## config.mk

```make
export PLATFORM = sky130hd
export DESIGN_NAME = wb_regfile
export DESIGN_NICKNAME = d
export VERILOG_FILES = /design/src/rtl/mips_pkg.sv /design/src/rtl/wb_select.sv /design/src/rtl/wb_regfile.sv
export SDC_FILE = /design/constraint.sdc
export NUM_CORES = 1
export LEC_CHECK = 0
export ABC_CLOCK_PERIOD_IN_PS = 9500
export CAP_MARGIN = 20
export CORE_ASPECT_RATIO = 0.5
export CORE_MARGIN = 2
export CORE_UTILIZATION = 45
export CTS_CLUSTER_SIZE = 25
export DETAILED_ROUTE_END_ITERATION = 10
export PLACE_DENSITY = 0.6
export SLEW_MARGIN = 20
export SYNTH_ARGS = -nofsm -noshare
export SYNTH_HDL_FRONTEND = slang
export SYNTH_SLANG_ARGS = --single-unit
```

## constraint.sdc

```tcl
create_clock -name clk -period 9.5 [get_ports clk]
set_input_delay 1.9 -clock clk [delete_from_list [all_inputs] [get_ports clk]]
set_output_delay 1.9 -clock clk [all_outputs]
set_load 0.05 [all_outputs]
```

## src/rtl/mips_pkg.sv

```systemverilog
// Shared widths and FSM state type for the writeback / register-file slice.
package mips_pkg;

    localparam int DATA_W     = 32;
    localparam int REG_ADDR_W = 5;
    localparam int NUM_REGS   = 32;

    typedef enum logic {
        CLEAR = 1'b0,
        RUN   = 1'b1
    } state_t;

endpackage

```

## src/rtl/wb_select.sv

```systemverilog
// Writeback source select: load data or ALU result, chosen by MemtoReg.
module wb_select
    import mips_pkg::*;
(
    input  logic [DATA_W-1:0] i_mem_data,
    input  logic [DATA_W-1:0] i_alu_data,
    input  logic              i_memto_reg,
    output logic [DATA_W-1:0] o_wdata
);

    // Pure mux; the result also feeds the forwarding network upstream.
    always_comb begin
        o_wdata = i_memto_reg ? i_mem_data : i_alu_data;
    end

endmodule

```

## src/rtl/wb_regfile.sv

```systemverilog
// Writeback stage register file: 32 x 32-bit, two combinational read ports,
// one write port. After reset the array is zeroed by a 32-cycle sweep before
// Ready is raised.
// Optional build macro: WB_BYPASS_EN enables same-cycle write-to-read bypass.
//
// state | meaning
// ------+---------------------------------------------------------------
// CLEAR | sweeping reg[ClrIdx] <= 0, writes ignored, reads return 0
// RUN   | normal operation, Ready=1, terminal until reset
module wb_regfile
    import mips_pkg::*;
(
    input  logic                  clk,
    input  logic                  reset,
    input  logic [DATA_W-1:0]     MemDataIn,
    input  logic [DATA_W-1:0]     ALUDataIn,
    input  logic [REG_ADDR_W-1:0] WriteBackRegIn,
    input  logic                  RegWriteIn,
    input  logic                  MemtoRegIn,
    input  logic [REG_ADDR_W-1:0] ReadReg1,
    input  logic [REG_ADDR_W-1:0] ReadReg2,
    output logic [DATA_W-1:0]     ReadData1,
    output logic [DATA_W-1:0]     ReadData2,
    output logic [DATA_W-1:0]     WriteData,
    output logic                  Ready
);

    state_t                r_state;
    state_t                w_state_next;
    logic [REG_ADDR_W-1:0] r_clr_idx;
    logic [REG_ADDR_W-1:0] w_clr_idx_next;
    logic [DATA_W-1:0]     r_regs [NUM_REGS];
    logic                  w_wr_en;

    wb_select u_wb_select (
        .i_mem_data  (MemDataIn),
        .i_alu_data  (ALUDataIn),
        .i_memto_reg (MemtoRegIn),
        .o_wdata     (WriteData)
    );

    assign w_wr_en = (r_state == RUN) && RegWriteIn && (WriteBackRegIn != '0);

    // State and sweep index register; reset restarts the sweep from index 0.
    always_ff @(posedge clk or posedge reset) begin
        if (reset) begin
            r_state   <= CLEAR;
            r_clr_idx <= '0;
        end else begin
            r_state   <= w_state_next;
            r_clr_idx <= w_clr_idx_next;
        end
    end

    // Next state: sweep advances one register per edge, leaves CLEAR after reg 31.
    always_comb begin
        w_state_next   = r_state;
        w_clr_idx_next = r_clr_idx;
        if (r_state == CLEAR) begin
            w_clr_idx_next = r_clr_idx + 1'b1;
            if (r_clr_idx == REG_ADDR_W'(NUM_REGS - 1)) begin
                w_state_next = RUN;
            end
        end
    end

    // FSM output: Ready marks the RUN state only.
    always_comb begin
        Ready = (r_state == RUN);
    end

    // Array has no reset; it is zeroed by the sweep, written by the pipeline in RUN.
    always_ff @(posedge clk) begin
        if (r_state == CLEAR) begin
            r_regs[r_clr_idx] <= '0;
        end else if (w_wr_en) begin
            r_regs[WriteBackRegIn] <= WriteData;
        end
    end

    // Read ports: zero while clearing, reg 0 hard-wired to zero.
    always_comb begin
        ReadData1 = '0;
        ReadData2 = '0;
        if (r_state == RUN) begin
            ReadData1 = r_regs[ReadReg1];
            ReadData2 = r_regs[ReadReg2];
`ifdef WB_BYPASS_EN
            if (w_wr_en && (ReadReg1 == WriteBackRegIn)) ReadData1 = WriteData;
            if (w_wr_en && (ReadReg2 == WriteBackRegIn)) ReadData2 = WriteData;
`endif
            if (ReadReg1 == '0) ReadData1 = '0;
            if (ReadReg2 == '0) ReadData2 = '0;
        end
    end

endmodule

```

==> flow_metrics.py <==
metrics = {
    "outcome": {
        "outcome": "complete, no violations",
    },
    "synth": {
        "synth.most_common_cell": "edfxtp_1",
        "yosys_warnings": 0,
        "synth_area_um2": 47290,
        "yosys.area.top_type_share_pct": 63.11,
        "synth_common_cells": "edfxtp_1, mux2i_1, mux4_2, o22ai_1, a22oi_1",
        "syn_nets": 3000,
        "syn_avg_cell_area_um2": 16.22,
        "synth_top_area_cell": "edfxtp_1",
        "synthTopCellsByArea": "edfxtp_1, mux2i_1, mux4_2",
        "ys_seq_area_share_pct": 63.43,
        "ys_ff_latch": 1000,
        "ys_async_sr_fraction_pct": 0.6000,
        "ys_types": 54,
        "synth_edf_count": 994,
        "dominantRegCellSynth": "edfxtp_1",
        "synthCells": 2915,
    },
    "clock_network": {
        "cts_max_path_buffers": 3,
        "cts-buffers-inserted": 93,
        "clkSlewWorstSetupHoldPaths_ns": 0.06,
        "root_buffer": "clkbuf_16",
        "clock_latency_ns": 0.70,
        "cts_htree_levels": 3,
        "cts_setup_buffers": 0,
        "ctsResizeCount": 0,
        "hold_buffers": 0,
        "clkSinkCount": 1000,
        "cts_tree": "done",
    },
    "power_and_ir_drop": {
        "netSwitchingFraction_pct": 24.64,
        "seqPwrFrac_pct": 51.0,
        "peakVddDrop_mv": 0.1423,
        "p_sw_w": 0.002360,
        "leakage_nw": 19.15,
        "power_frac_clock_pct": 38.6,
        "internal_power_w": 0.007216,
        "powerDensity_nw_per_um2": 178.1,
        "comb_power_share_pct": 10.4,
    },
    "cells_and_area": {
        "syn_to_final_growth_pct": 13.69,
        "design_area_um2": 53770,
        "final_layout_size_suffix_gt1_share_pct": 17.69,
        "fillers": 8685,
        "multiInputGateArea_um2": 16450,
        "seq_area_um2": 30000,
        "final_core_util_pct": 51.36,
        "final_nets": 3129,
    },
    "worst_setup_path": {
        "critPathRequiredTime_ns": 7.60,
        "path_common_cell": "clkdlybuf4s50_1",
        "crit_fanout": 24,
        "cp.arrival_ns": 5.69,
        "cp_slowest_cell": "clkdlybuf4s50_1",
        "cp-end-kind": "output pin",
        "reg2reg_from": "Ready$_DFF_PP0_",
        "critical_path.cell_chain": "clkdlybuf4s50_1 -> nand3_1 -> nor2_4 -> buf_4 -> a22oi_1 -> nand4_1 -> clkdlybuf4s50_1",
        "cpPeakStageDelay_ns": 0.99,
        "start_kind": "primary input",
        "regToRegEndpoint": "r_regs[30][9]$_DFFE_PP_",
        "r2r_cells": 8,
        "reg2reg_slack_ns": 5.69,
        "path_class": "in2out",
    },
    "grt": {
        "antenna_found_initial": 3,
        "grt_remaining_overflow": 0,
        "grt_pass1_vias": 29276,
        "grt_usage_pct": 27.25,
        "grt_max_degree": 125,
        "grt_pass1_wl_um": 210100,
    },
    "sta": {
        "min_period_ns": 7.593,
        "setup_tns_ns": 0,
        "hold_violations": 0,
        "worst_pin_slew_ns": 1.209,
        "final-setup-viol-count": 0,
        "period_share_pct": 79.93,
        "finClkSkew_ns": 0.02161,
        "fmax_mhz": 131.7,
        "setup_slack_ns": 1.907,
        "slew_headroom_pct": 19.43,
        "holdWs_ns": 0.5627,
        "drv_slew": 0,
        "rsz0062_at_grt": "false",
    },
    "floorplanning": {
        "fp.coreArea_um2": 104700,
        "ios": 180,
        "die-area_um2": 107900,
        "rows": 84,
        "dieWidth_um": 462.5,
        "initial_core_util_pct": 45.18,
        "die_h_um": 233.2,
    },
    "worst_hold_path": {
        "min_path_type": "reg2reg",
        "min_from": "r_clr_idx[0]$_DFFE_PP0N_",
        "hold_end": "r_clr_idx[0]$_DFFE_PP0N_",
        "holdPathStages": 1,
    },
    "placement": {
        "numPortBuffers": 179,
        "placed_area_um2": 50790,
        "dp_slack_ns": 1.988,
        "dpl.hpwl_um": 88580,
        "gp_congestion": 0.8384,
    },
    "route": {
        "wl_um": 149900,
        "antenna_left": 0,
        "firstDrtPassIters": 5,
        "vias_per_cell": 6.655,
        "drc": 0,
        "drtIter0Drc": 4381,
        "via_count": 30173,
        "wl_per_cell_um": 33.05,
    },
    "job": {
        "maxCapViolations": 0,
    },
}
[power groups by stage]
stage / Clock (W) / Sequential, W / Combinational (W)
after floorplan: 0 / 0.00498 / 0.000614
after global placement: 0 / 0.00498 / 0.000974
after detailed placement: 0 / 0.00498 / 0.000983
after CTS: 0.00372 / 0.00489 / 0.000986
after global routing: 0.00391 / 0.00488 / 0.00103
final: 0.00369 / 0.00489 / 0.000997
[metal layers]
| metal | vias up | part of all wire [%] | track usage [%] |
|---|---|---|---|
| li1 | 12345 | - | - |
| met1 | 15910 | 43 | 41.11 |
| met2 | 1716 | 44 | 40.43 |
| met3 | 202 | 10 | 5.114 |
| met4 | 0 | 2.5 | 7.363 |
| met5 | - | 0 | 0 |
[registers in the layout, summed over array words and instances (netlist names)]
register,cells
r_regs,994
r_clr_idx,5
Ready,1
[worst max-delay path: cells and delay by family]
family          cells  cell delay, ns
simple gates        3            1.05
buf+inv             3            2.48
compound gates      1            0.24
[per-stage QoR]
step,std cells,total power (W)
2_1_floorplan,2915,0.005598
3_3_place_gp,4367,0.005956
3_5_place_dp,4368,0.005966
4_1_cts,4533,0.009597
5_1_grt,4534,0.009824
6_report,4534,0.009576
[worst max-delay path by stage]
stage                            from       endpoint
after global routing      ReadReg1[3]  ReadData1[25]
after floorplan           ReadReg1[1]  ReadData1[10]
after global placement    ReadReg1[3]  ReadData1[21]
after CTS                 ReadReg1[3]  ReadData1[21]
final                     ReadReg1[3]  ReadData1[25]
after detailed placement  ReadReg2[3]  ReadData2[14]
[area by class of cell]
type                       instances  area share (%)
sequential                      1000           55.80
multi-input combinational       1664           30.60
timing repair buffer             275           4.854
clock buffer                     112           4.580
tap                             1419           3.302
clock inverter                    53          0.7959
inverter                          10         0.06981
antenna                            1        0.004654
[layout by cell type (no fill, tap or decap), types with 7 or more instances in the layout]
| cell | instances |
|---|---|
| a221oi_1 | 36 |
| a221oi_2 | 26 |
| a22oi_1 | 189 |
| buf_4 | 89 |
| clkbuf_1 | 16 |
| clkbuf_16 | 96 |
| clkdlybuf4s50_1 | 174 |
| clkinv_1 | 22 |
| clkinv_2 | 20 |
| edfxtp_1 | 994 |
| inv_1 | 10 |
| mux2_1 | 16 |
| mux2_2 | 18 |
| mux2i_1 | 574 |
| mux4_2 | 193 |
| nand2_1 | 131 |
| nand3_1 | 7 |
| nand4_1 | 63 |
| nor2_4 | 30 |
| nor2b_1 | 11 |
| nor2b_4 | 20 |
| nor3_2 | 10 |
| o21ai_0 | 14 |
| o21ai_1 | 52 |
| o22ai_1 | 193 |
| or3b_2 | 7 |
[logic make-up (layout without fill, tap and decap cells)]
logic type,after synthesis,count (layout),synth area share (%)
flip-flops,1000,1000,63.43
other,0,1,0
AO/OA/AOI/OAI,536,536,8.159
multiplexers,801,801,22.15
buffers and inverters,251,450,2.736
adder cells (fa/ha/maj),2,2,0.05290
XOR/XNOR,3,3,0.05557
AND/OR/NAND/NOR,322,322,3.416
(Power assumes the default switching activity.)
